[config.mk]
export PLATFORM = sky130hd
export DESIGN_NAME = mssb_histogram
export DESIGN_NICKNAME = d
export VERILOG_FILES = /design/src/rtl/mssb_histogram.sv
export SDC_FILE = /design/constraint.sdc
export NUM_CORES = 1
export LEC_CHECK = 0
export BUFFER_PORTS_ARGS = -buffer_cell sky130_fd_sc_hd__buf_2
export CAP_MARGIN = 20
export CORE_ASPECT_RATIO = 1.4
export CORE_MARGIN = 2
export CORE_UTILIZATION = 40
export CTS_CLUSTER_SIZE = 40
export DETAILED_ROUTE_END_ITERATION = 7
export PLACE_DENSITY = 0.56
export SYNTH_ARGS = -nofsm -noshare
export SYNTH_HDL_FRONTEND = slang
export SYNTH_SLANG_ARGS = --single-unit
[constraint.sdc]
create_clock -name i_clk -period 6.3 [get_ports i_clk]
set_clock_uncertainty 0.2 [all_clocks]
set_input_delay 0.315 -clock i_clk [delete_from_list [all_inputs] [get_ports i_clk]]
set_output_delay 0.315 -clock i_clk [all_outputs]
set_load 0.05 [all_outputs]
[src/rtl/mssb_histogram.sv]
// mssb_histogram: log2-magnitude histogram of an mssb-index sample stream.
// Collects 2**WINDOW_LOG2 accepted samples into N_BIN saturating bins.
// It then presents the bins one per ready/valid handshake and clears each
// bin as it is consumed, so the next window starts from zero.
module mssb_histogram #(
   parameter int N_BIN       = 8,
   parameter int CNT_W       = 8,
   parameter int WINDOW_LOG2 = 4,
   localparam int IDX_W      = (N_BIN > 1) ? $clog2(N_BIN) : 1
) (
   input  logic                   i_clk,
   input  logic                   i_arstn,
   input  logic                   i_cg,
   input  logic                   i_clear,
   input  logic                   i_smpValid,
   input  logic [IDX_W-1:0]       i_smpIndex,
   input  logic                   i_smpNonzero,
   output logic                   o_smpReady,
   output logic                   o_binValid,
   output logic [IDX_W-1:0]       o_binIndex,
   output logic [CNT_W-1:0]       o_binCount,
   output logic                   o_binLast,
   output logic [WINDOW_LOG2:0]   o_zeroCount,
   input  logic                   i_binReady
);

   typedef enum logic {
      ACCUM = 1'b0,
      DUMP  = 1'b1
   } state_t;

   localparam logic [IDX_W-1:0] TOP_BIN     = IDX_W'(N_BIN - 1);
   localparam logic [IDX_W:0]   TOP_BIN_EXT = (IDX_W + 1)'(N_BIN - 1);
   localparam logic [CNT_W-1:0] CNT_MAX     = '1;

   state_t                 state_q;
   state_t                 state_d;
   logic [CNT_W-1:0]       bin_q [N_BIN];
   logic [WINDOW_LOG2-1:0] win_cnt_q;
   logic [WINDOW_LOG2:0]   zero_cnt_q;
   logic [IDX_W-1:0]       ptr_q;

   logic                   do_clear;
   logic                   smp_acc;
   logic                   bin_hs;
   logic                   win_done;
   logic                   ptr_last;
   logic                   count_inc;
   logic [IDX_W-1:0]       smp_bin;

   // Event decode: clear outranks everything, and a gated clock kills all events.
   // The index compare is widened by one bit so the clamp test stays meaningful
   // even when N_BIN is a power of two and no index can exceed the top bin.
   always_comb begin
      do_clear = i_cg & i_clear;
      smp_acc  = i_cg & ~i_clear & i_smpValid & (state_q == ACCUM);
      bin_hs   = i_cg & ~i_clear & i_binReady & (state_q == DUMP);
      win_done = smp_acc & (win_cnt_q == {WINDOW_LOG2{1'b1}});
      ptr_last = (ptr_q == TOP_BIN);
      smp_bin  = i_smpIndex;
      if ({1'b0, i_smpIndex} > TOP_BIN_EXT) begin
         smp_bin = TOP_BIN;
      end
      count_inc = smp_acc & i_smpNonzero & (bin_q[smp_bin] != CNT_MAX);
   end

   // State register for the accumulate/dump sequence.
   always_ff @(posedge i_clk or negedge i_arstn) begin
      if (!i_arstn) begin
         state_q <= ACCUM;
      end else begin
         state_q <= state_d;
      end
   end

   // Next-state logic: the window-completing accept enters DUMP.
   // The handshake on the last bin returns to ACCUM.
   always_comb begin
      state_d = state_q;
      if (do_clear) begin
         state_d = ACCUM;
      end else begin
         case (state_q)
            ACCUM: if (win_done) state_d = DUMP;
            DUMP:  if (bin_hs && ptr_last) state_d = ACCUM;
            default: state_d = ACCUM;
         endcase
      end
   end

   // Bin counters: saturating increment while accumulating, clear-on-read while dumping.
   always_ff @(posedge i_clk or negedge i_arstn) begin
      if (!i_arstn) begin
         for (int b = 0; b < N_BIN; b++) begin
            bin_q[b] <= '0;
         end
      end else if (do_clear) begin
         for (int b = 0; b < N_BIN; b++) begin
            bin_q[b] <= '0;
         end
      end else if (count_inc) begin
         bin_q[smp_bin] <= bin_q[smp_bin] + CNT_W'(1);
      end else if (bin_hs) begin
         bin_q[ptr_q] <= '0;
      end
   end

   // The window counter wraps to zero on the completing accept.
   // It is also forced to zero at the end of the drain so the next window starts clean.
   always_ff @(posedge i_clk or negedge i_arstn) begin
      if (!i_arstn) begin
         win_cnt_q <= '0;
      end else if (do_clear) begin
         win_cnt_q <= '0;
      end else if (smp_acc) begin
         win_cnt_q <= win_cnt_q + WINDOW_LOG2'(1);
      end else if (bin_hs && ptr_last) begin
         win_cnt_q <= '0;
      end
   end

   // Zero-sample count: held through the dump so the consumer can read it alongside every bin.
   always_ff @(posedge i_clk or negedge i_arstn) begin
      if (!i_arstn) begin
         zero_cnt_q <= '0;
      end else if (do_clear) begin
         zero_cnt_q <= '0;
      end else if (smp_acc && !i_smpNonzero) begin
         zero_cnt_q <= zero_cnt_q + (WINDOW_LOG2 + 1)'(1);
      end else if (bin_hs && ptr_last) begin
         zero_cnt_q <= '0;
      end
   end

   // Drain pointer walks the bins once per handshake and wraps after the top bin.
   always_ff @(posedge i_clk or negedge i_arstn) begin
      if (!i_arstn) begin
         ptr_q <= '0;
      end else if (do_clear) begin
         ptr_q <= '0;
      end else if (bin_hs) begin
         ptr_q <= ptr_last ? '0 : ptr_q + IDX_W'(1);
      end
   end

   // Outputs come straight from registers.
   // The bin fields are forced to zero outside DUMP so idle outputs match reset.
   always_comb begin
      o_smpReady  = (state_q == ACCUM);
      o_binValid  = (state_q == DUMP);
      o_binIndex  = '0;
      o_binCount  = '0;
      o_binLast   = 1'b0;
      o_zeroCount = zero_cnt_q;
      if (state_q == DUMP) begin
         o_binIndex = ptr_q;
         o_binCount = bin_q[ptr_q];
         o_binLast  = ptr_last;
      end
   end

endmodule

==> impl_metrics.csv, run 1 <==
group,metric,value,unit
timing,rsz0062_at_grt,"no",
synthesis,synth_area_leaders,"dfrtp_1 41%, a22o_1 7.5%, mux4_2 4.3%, o21ai_0 3.3%, nand2_1 3.0%",
timing,hold_ws,0.0367,ns
synthesis,synthXorXnorAreaFrac,0.0131,
cells_and_area,final_nets,491,
synthesis,synthAdderAreaFrac,0.0134,
die,dieArea,12600,um^2
cts,htreeDepth,3,
pwr,seq_power_share,0.442,
cells_and_area,drive_above_1_share,0.187,
worst_hold_path,hold_class,"input pin to flop",
timing,fmax,259,MHz
routing,wl_met2,7390,um
synthesis,synth_ff_type,"dfrtp_1",
timing,worstMarginPinSlew,1.08,ns
die,io_pins,29,
pwr,leakagePower,2.24,nW
grt,grt_usage,0.254,
pwr,sw_frac_of_total,0.278,
synthesis,yosysSeqAreaShare,0.412,
critical_path,crit_arrival,3.86,ns
routing,routed_wl,15300,um
synthesis,async_flop_share,1.00,
die,die_w,95.4,um
critical_path,worstPathRequired,6.29,ns
timing,hold_violations,0,
routing,wl_per_cell,24.5,um
cells_and_area,fillers,1060,
synthesis,ys_ff_latch,77,
routing,wl_met1,6210,um
routing,wl_met3,946,um
cts,cts_tree,"built",
routing,vias,4079,
cts,cts_resized,0,
synthesis,synthTopCellsByCount,"77 x dfrtp_1, 40 x a22o_1, 37 x nand2_1, 31 x o21ai_0, 24 x inv_1",
pwr,power_frac_clock,0.449,
synthesis,yosys.area_share.simple,0.141,
die,fp.dieH,132,um
outcome,outcome,"finished, final reports clean",
timing,slew_headroom,0.280,
synthesis,synth_fp_nets,473,
synthesis,yosysMostFrequentCell,"dfrtp_1",
synthesis,synth.distinct_cells,64,
critical_path,reg2reg_slack,2.77,ns
pwr,p_per_area,228,nW/um^2
cts,cts_sinks,77,
placed_design,port_buffers,28,
routing,dr.max_layer_used,"met4",
synthesis,netlist.area_leader.share,0.412,
placed_design,gp_congestion,0.901,
placed_design,post-dp-hpwl,9980,um
pwr,p_switching,0.331,mW
cts,ctsLongestPathBuffers,2,
worst_hold_path,min_to,"o_binValid",
critical_path,rr_startpoint,"bin_q[56]",
cts,worstSkewPairLatency,0.35,ns
cts,holdBufCountCts,1,
synthesis,synth-compound-area-share,0.285,
routing,postRouteAntennaNets,0,
timing,setup_viol,0,
timing,fin_crit_sh,0.613,
die,initial_utilization,0.412,
die,rows,46,
cts,postCtsSetupBuffers,0,
critical_path,crit_path_end_kind,"flop",
cts,cts_buffers,9,
critical_path,r2r_end,"bin_q[20]",
critical_path,worstPathMaxFanout,33,
synthesis,ys_warn_count,0,
cells_and_area,synthToLayoutAreaGrowth,12.1,%
timing,maxSlewViolCount,0,
critical_path,cp-start-kind,"input pin",
timing,min_period,3.86,ns
synthesis,syn_avg_cell_area,10.2,um^2
grt,grt_pass1_wl,23700,um
cts,cts_root_buf,"clkbuf_16",
pwr,p_comb_frac,0.109,
run,cap_violations,0,
cells_and_area,diodes,0,
synthesis,synth_cells,458,
worst_hold_path,hp-start,"i_smpValid",
pwr,internal_power,0.862,mW
pwr,ir_drop,0.126,mV
critical_path,reg2reg_depth,10,
grt,gr-total-overflow,0,
synthesis,synth_edf_count,0,
synthesis,synth_area_leader_cell,"dfrtp_1",
critical_path,crit_type,"input pin to flop",
cts,clk_pin_slew_worst_paths,0.06,ns
synthesis,synth_mux_area_frac,0.0816,
routing,viasPerCell,6.53,
synthesis,syn_area,4670,um^2
worst_hold_path,hold_depth,3,
die,core-area,11300,um^2
grt,grt_pass1_vias,3996,
synthesis,synth_top_family_by_area,"compound AO/OA/AOI/OAI gates",
grt,grt_max_degree,78,
routing,drtPass1Iterations,5,
timing,finalSetupTns,0,ns
grt,antenna_found_initial,0,
routing,drtIter0Drc,314,
routing,remaining_drc_errors,0,
layout make-up:
type / count / area (um^2) / share of cell area
Sequential cell: 77 / 1930 / 0.368
Inverter: 24 / 90.1 / 0.0172
Multi-Input combinational cell: 325 / 2490 / 0.476
Tap cell: 144 / 180 / 0.0344
Clock buffer: 9 / 225 / 0.0430
Timing Repair Buffer: 39 / 248 / 0.0473
Clock inverter: 7 / 75.1 / 0.0143
stage by stage:
step	instances	util	setup WS [ns]	instance area [um^2]	power, mW
after floorplan	458	-	2.98	4670	0.617
after global placement	607	0.432	2.24	4900	0.660
after detailed placement	607	0.432	2.18	4900	0.661
final	625	0.462	2.44	5240	1.19
after global routing	625	0.462	2.29	5240	1.23
after CTS	624	0.460	2.54	5210	1.19
cell usage in the layout, fill, tap and decap left out, types with 6 or more instances in the layout:
master | netlist | final
nor3b_1 | 6 | 6
buf_4 | 1 | 10
a32o_1 | 10 | 10
nand2_1 | 37 | 37
a31oi_1 | 8 | 8
nand3_1 | 13 | 13
and2_1 | 6 | 6
a22o_1 | 40 | 40
o2bb2ai_1 | 14 | 14
dfrtp_1 | 77 | 77
inv_1 | 24 | 24
a22oi_1 | 17 | 17
o22ai_1 | 6 | 6
clkbuf_16 | 0 | 9
a21oi_1 | 11 | 11
o21ai_0 | 31 | 31
mux4_2 | 9 | 9
buf_2 | 8 | 27
nor2_1 | 16 | 16
a221oi_1 | 8 | 8
mux2i_1 | 8 | 8
cells by family after synthesis:
| logic type | after synthesis |
|---|---|
| compound gates | 169 |
| simple gates | 120 |
| flops | 77 |
| buf+inv | 56 |
| mux | 24 |
| xor+xnor | 7 |
| fa+ha+maj | 5 |
power groups by stage:
stage / combinational [mW] / sequential (mW) / clock, mW
floorplan: 0.0838 / 0.533 / 0
global placement: 0.124 / 0.536 / 0
detailed placement: 0.126 / 0.536 / 0
CTS: 0.127 / 0.526 / 0.539
global route: 0.141 / 0.529 / 0.558
finish: 0.130 / 0.528 / 0.536
worst max-delay path by stage:
stage / from / to / slack (ns) / cells past startpoint
after global routing: i_smpIndex[0] / bin_q[17] / 2.29 / 11
after CTS: i_smpIndex[2] / bin_q[20] / 2.54 / 11
after detailed placement: i_smpIndex[2] / bin_q[20] / 2.18 / 11
after global placement: i_smpIndex[0] / bin_q[20] / 2.24 / 11
final: i_smpIndex[2] / bin_q[20] / 2.44 / 11
after floorplan: i_smpIndex[0] / bin_q[48] / 2.98 / 14
layer usage:
metal  GRT usage  up-vias
met5           0        -
met4       0.141        0
met3      0.0515       59
met2       0.392      185
met1       0.330     2036
li1            -     1799
flip-flops by register name, summed over array words and instances (netlist names):
name         cells
bin_q           64
o_zeroCount      5
win_cnt_q        4
ptr_q            3
o_binValid       1
worst max-delay path, cell delays in order:
cell	delay, ns
buf_2	0.54
nor2b_1	0.32
a2bb2oi_1	0.10
o2111ai_1	0.42
ha_1	0.28
inv_1	0.09
nor4_4	0.43
o211ai_2	0.29
nand3_1	0.18
a21boi_1	0.67
o22ai_1	0.18
(Power assumes the default switching activity.)
==> run 2: changes to the inputs <==
==> constraint.sdc (replaced) <==
create_clock -name i_clk -period 3.8 [get_ports i_clk]
set_clock_uncertainty 0.2 [all_clocks]
set_input_delay 0.19 -clock i_clk [delete_from_list [all_inputs] [get_ports i_clk]]
set_output_delay 0.19 -clock i_clk [all_outputs]
set_load 0.05 [all_outputs]
==> run 2 against run 1 <==
Count of clock-buffer cells in the layout unchanged. Clock power up 60%. Combinational power up 75%. Global-route usage up 0.55 points. Critical path depth down 1. Total power up 64%. Die area unchanged. Sequential power up 65%. Hold slack worse by 0.032 ns. Sequential share of layout area down 0.72 points. Critical path type is now flop to flop.
==> impl_metrics.csv, run 2 (synthesis results as in run 1) <==
group,metric,value,unit
cells_and_area,largest_register_ffs,64,
critical_path,crit_type,"flop to flop",
cts,cts_root_buf,"clkbuf_16",
timing,slew_headroom,0.395,
cts,htreeDepth,3,
timing,setup_viol,0,
run,cap_violations,0,
cells_and_area,final_nets,506,
die,core-area,11300,um^2
cts,cts_tree,"built",
routing,dr.max_layer_used,"met4",
die,rows,46,
critical_path,worstPathMaxFanout,21,
critical_path,crit_path_end_kind,"flop",
grt,grt_usage,0.260,
routing,vias,4132,
critical_path,crit_arrival,3.53,ns
cells_and_area,synthToLayoutAreaGrowth,14.3,%
timing,worstMarginPinSlew,0.901,ns
routing,postRouteAntennaNets,0,
placed_design,dp.cells,621,
pwr,ir_drop,0.222,mV
critical_path,cp-start-kind,"flop",
timing,min_period,3.45,ns
die,die_w,95.4,um
cells_and_area,regMostFlops,"bin_q",
cts,ctsLongestPathBuffers,2,
routing,wl_met1,6380,um
cells_and_area,diodes,0,
cts,worstSkewPairLatency,0.34,ns
cts,cts_sinks,77,
pwr,p_switching,0.527,mW
routing,viasPerCell,6.47,
routing,wl_met2,7680,um
cts,postCtsSetupBuffers,0,
pwr,internal_power,1.43,mW
placed_design,port_buffers,28,
critical_path,worstPathRequired,3.88,ns
critical_path,critPathSlowestCell,"a221oi_2",
critical_path,critPathMaxStageDelay,0.75,ns
critical_path,crit_family,"compound AO/OA/AOI/OAI gates",
grt,grt_pass1_vias,4137,
pwr,seq_power_share,0.446,
cells_and_area,final_common_cell,"dfrtp_1",
placed_design,post-dp-hpwl,10500,um
routing,routed_wl,15500,um
grt,grt_pass1_wl,24200,um
grt,gr-total-overflow,0,
routing,wl_met3,882,um
die,dieArea,12600,um^2
cts,clk_pin_slew_worst_paths,0.06,ns
pwr,p_per_area,367,nW/um^2
timing,fin_ws,0.354,ns
routing,drtIter0Drc,281,
timing,maxSlewViolCount,0,
cts,cts_resized,0,
placed_design,gp_congestion,0.967,
pwr,sw_frac_of_total,0.269,
cts,cts_buffers,9,
critical_path,crit_chain,"nor3b_1, a21oi_1, o211ai_1, ha_1, inv_1, nor4_4, o211a_1, nor2_4, a221oi_2, a22o_1",
timing,fmax,290,MHz
routing,remaining_drc_errors,0,
routing,wl_per_cell,24.3,um
worst_hold_path,hold_class,"input pin to flop",
cells_and_area,final_cells,639,
die,fp.dieH,132,um
cells_and_area,mostFrequentLayoutCells,"77 x dfrtp_1, 40 x a22o_1, 37 x nand2_1",
die,io_pins,29,
pwr,leakagePower,2.31,nW
outcome,outcome,"finished, final reports clean",
pwr,power_frac_clock,0.437,
placed_design,dp_worst_setup_slack,0.198,ns
timing,rsz0062_at_grt,"no",
timing,finalSetupTns,0,ns
grt,grt_max_degree,78,
timing,hold_violations,0,
grt,antenna_found_initial,0,
routing,drtPass1Iterations,5,
cells_and_area,drive_above_1_share,0.208,
pwr,p_comb_frac,0.117,
critical_path,timing.critical_path.buf_inv,1,
die,initial_utilization,0.412,
timing,fin_crit_sh,0.907,
## run 2: power groups by stage
stage	registers, mW	clock network (mW)	logic, mW
2_1_floorplan	0.884	0	0.139
5_1_grt	0.877	0.905	0.248
6_report	0.873	0.857	0.228
4_1_cts	0.873	0.864	0.224
3_3_place_gp	0.888	0	0.218
3_5_place_dp	0.887	0	0.221
## run 2: metal layers
metal	up-vias	GRT usage
li1	1819	-
met1	2092	0.341
met2	179	0.415
met3	42	0.0509
met4	0	0.109
met5	-	0
## run 2: layout make-up
class	instances	area, um^2
Tap cell	144	180
Clock buffer	9	225
Inverter	24	90.1
Multi-Input combinational cell	325	2490
Clock inverter	6	65.1
Sequential cell	77	1930
Fill cell	1065	5990
Timing Repair Buffer	54	363
## run 2: repair_timing
| item | 4_1_cts | 5_1_grt |
|---|---|---|
| hold endpoints to repair | 78 | 0 |
| endpoints found under the setup margin | 0 | 0 |
| hold buffers | 2 | 0 |
## run 2: worst paths after layout
| check | start | end | slack [ns] | cells past startpoint |
|---|---|---|---|---|
| setup / recovery | bin_q[57] | bin_q[42] | 0.35 | 10 |
| hold / removal | i_smpNonzero | o_zeroCount[2] | 0.005 | 4 |
| max in group asynchronous | i_arstn | win_cnt_q[2] | 2.75 | 3 |
| min in group asynchronous | i_arstn | bin_q[54] | 0.06 | 2 |
| hold reg to reg | win_cnt_q[2] | win_cnt_q[2] | 0.31 | 1 |
| setup reg to reg | bin_q[57] | bin_q[42] | 0.35 | 10 |
## run 2: worst register-to-register path, cell delays in order, from the launching register on
cell	delay, ns
dfrtp_1	0.38
nor3b_1	0.20
a21oi_1	0.07
o211ai_1	0.32
ha_1	0.27
inv_1	0.10
nor4_4	0.39
o211a_1	0.30
nor2_4	0.14
a221oi_2	0.75
a22o_1	0.26
## run 2: stage by stage
stage                     area, um^2  power (mW)  hold slack, ns   util
after detailed placement        5010        1.11           0.225  0.442
after floorplan                 4670        1.02          -0.306      -
after global placement          5010        1.11           0.221  0.442
after global routing            5340        2.03          0.0431  0.471
final                           5340        1.96         0.00511  0.471
after CTS                       5320        1.96         0.00295  0.469
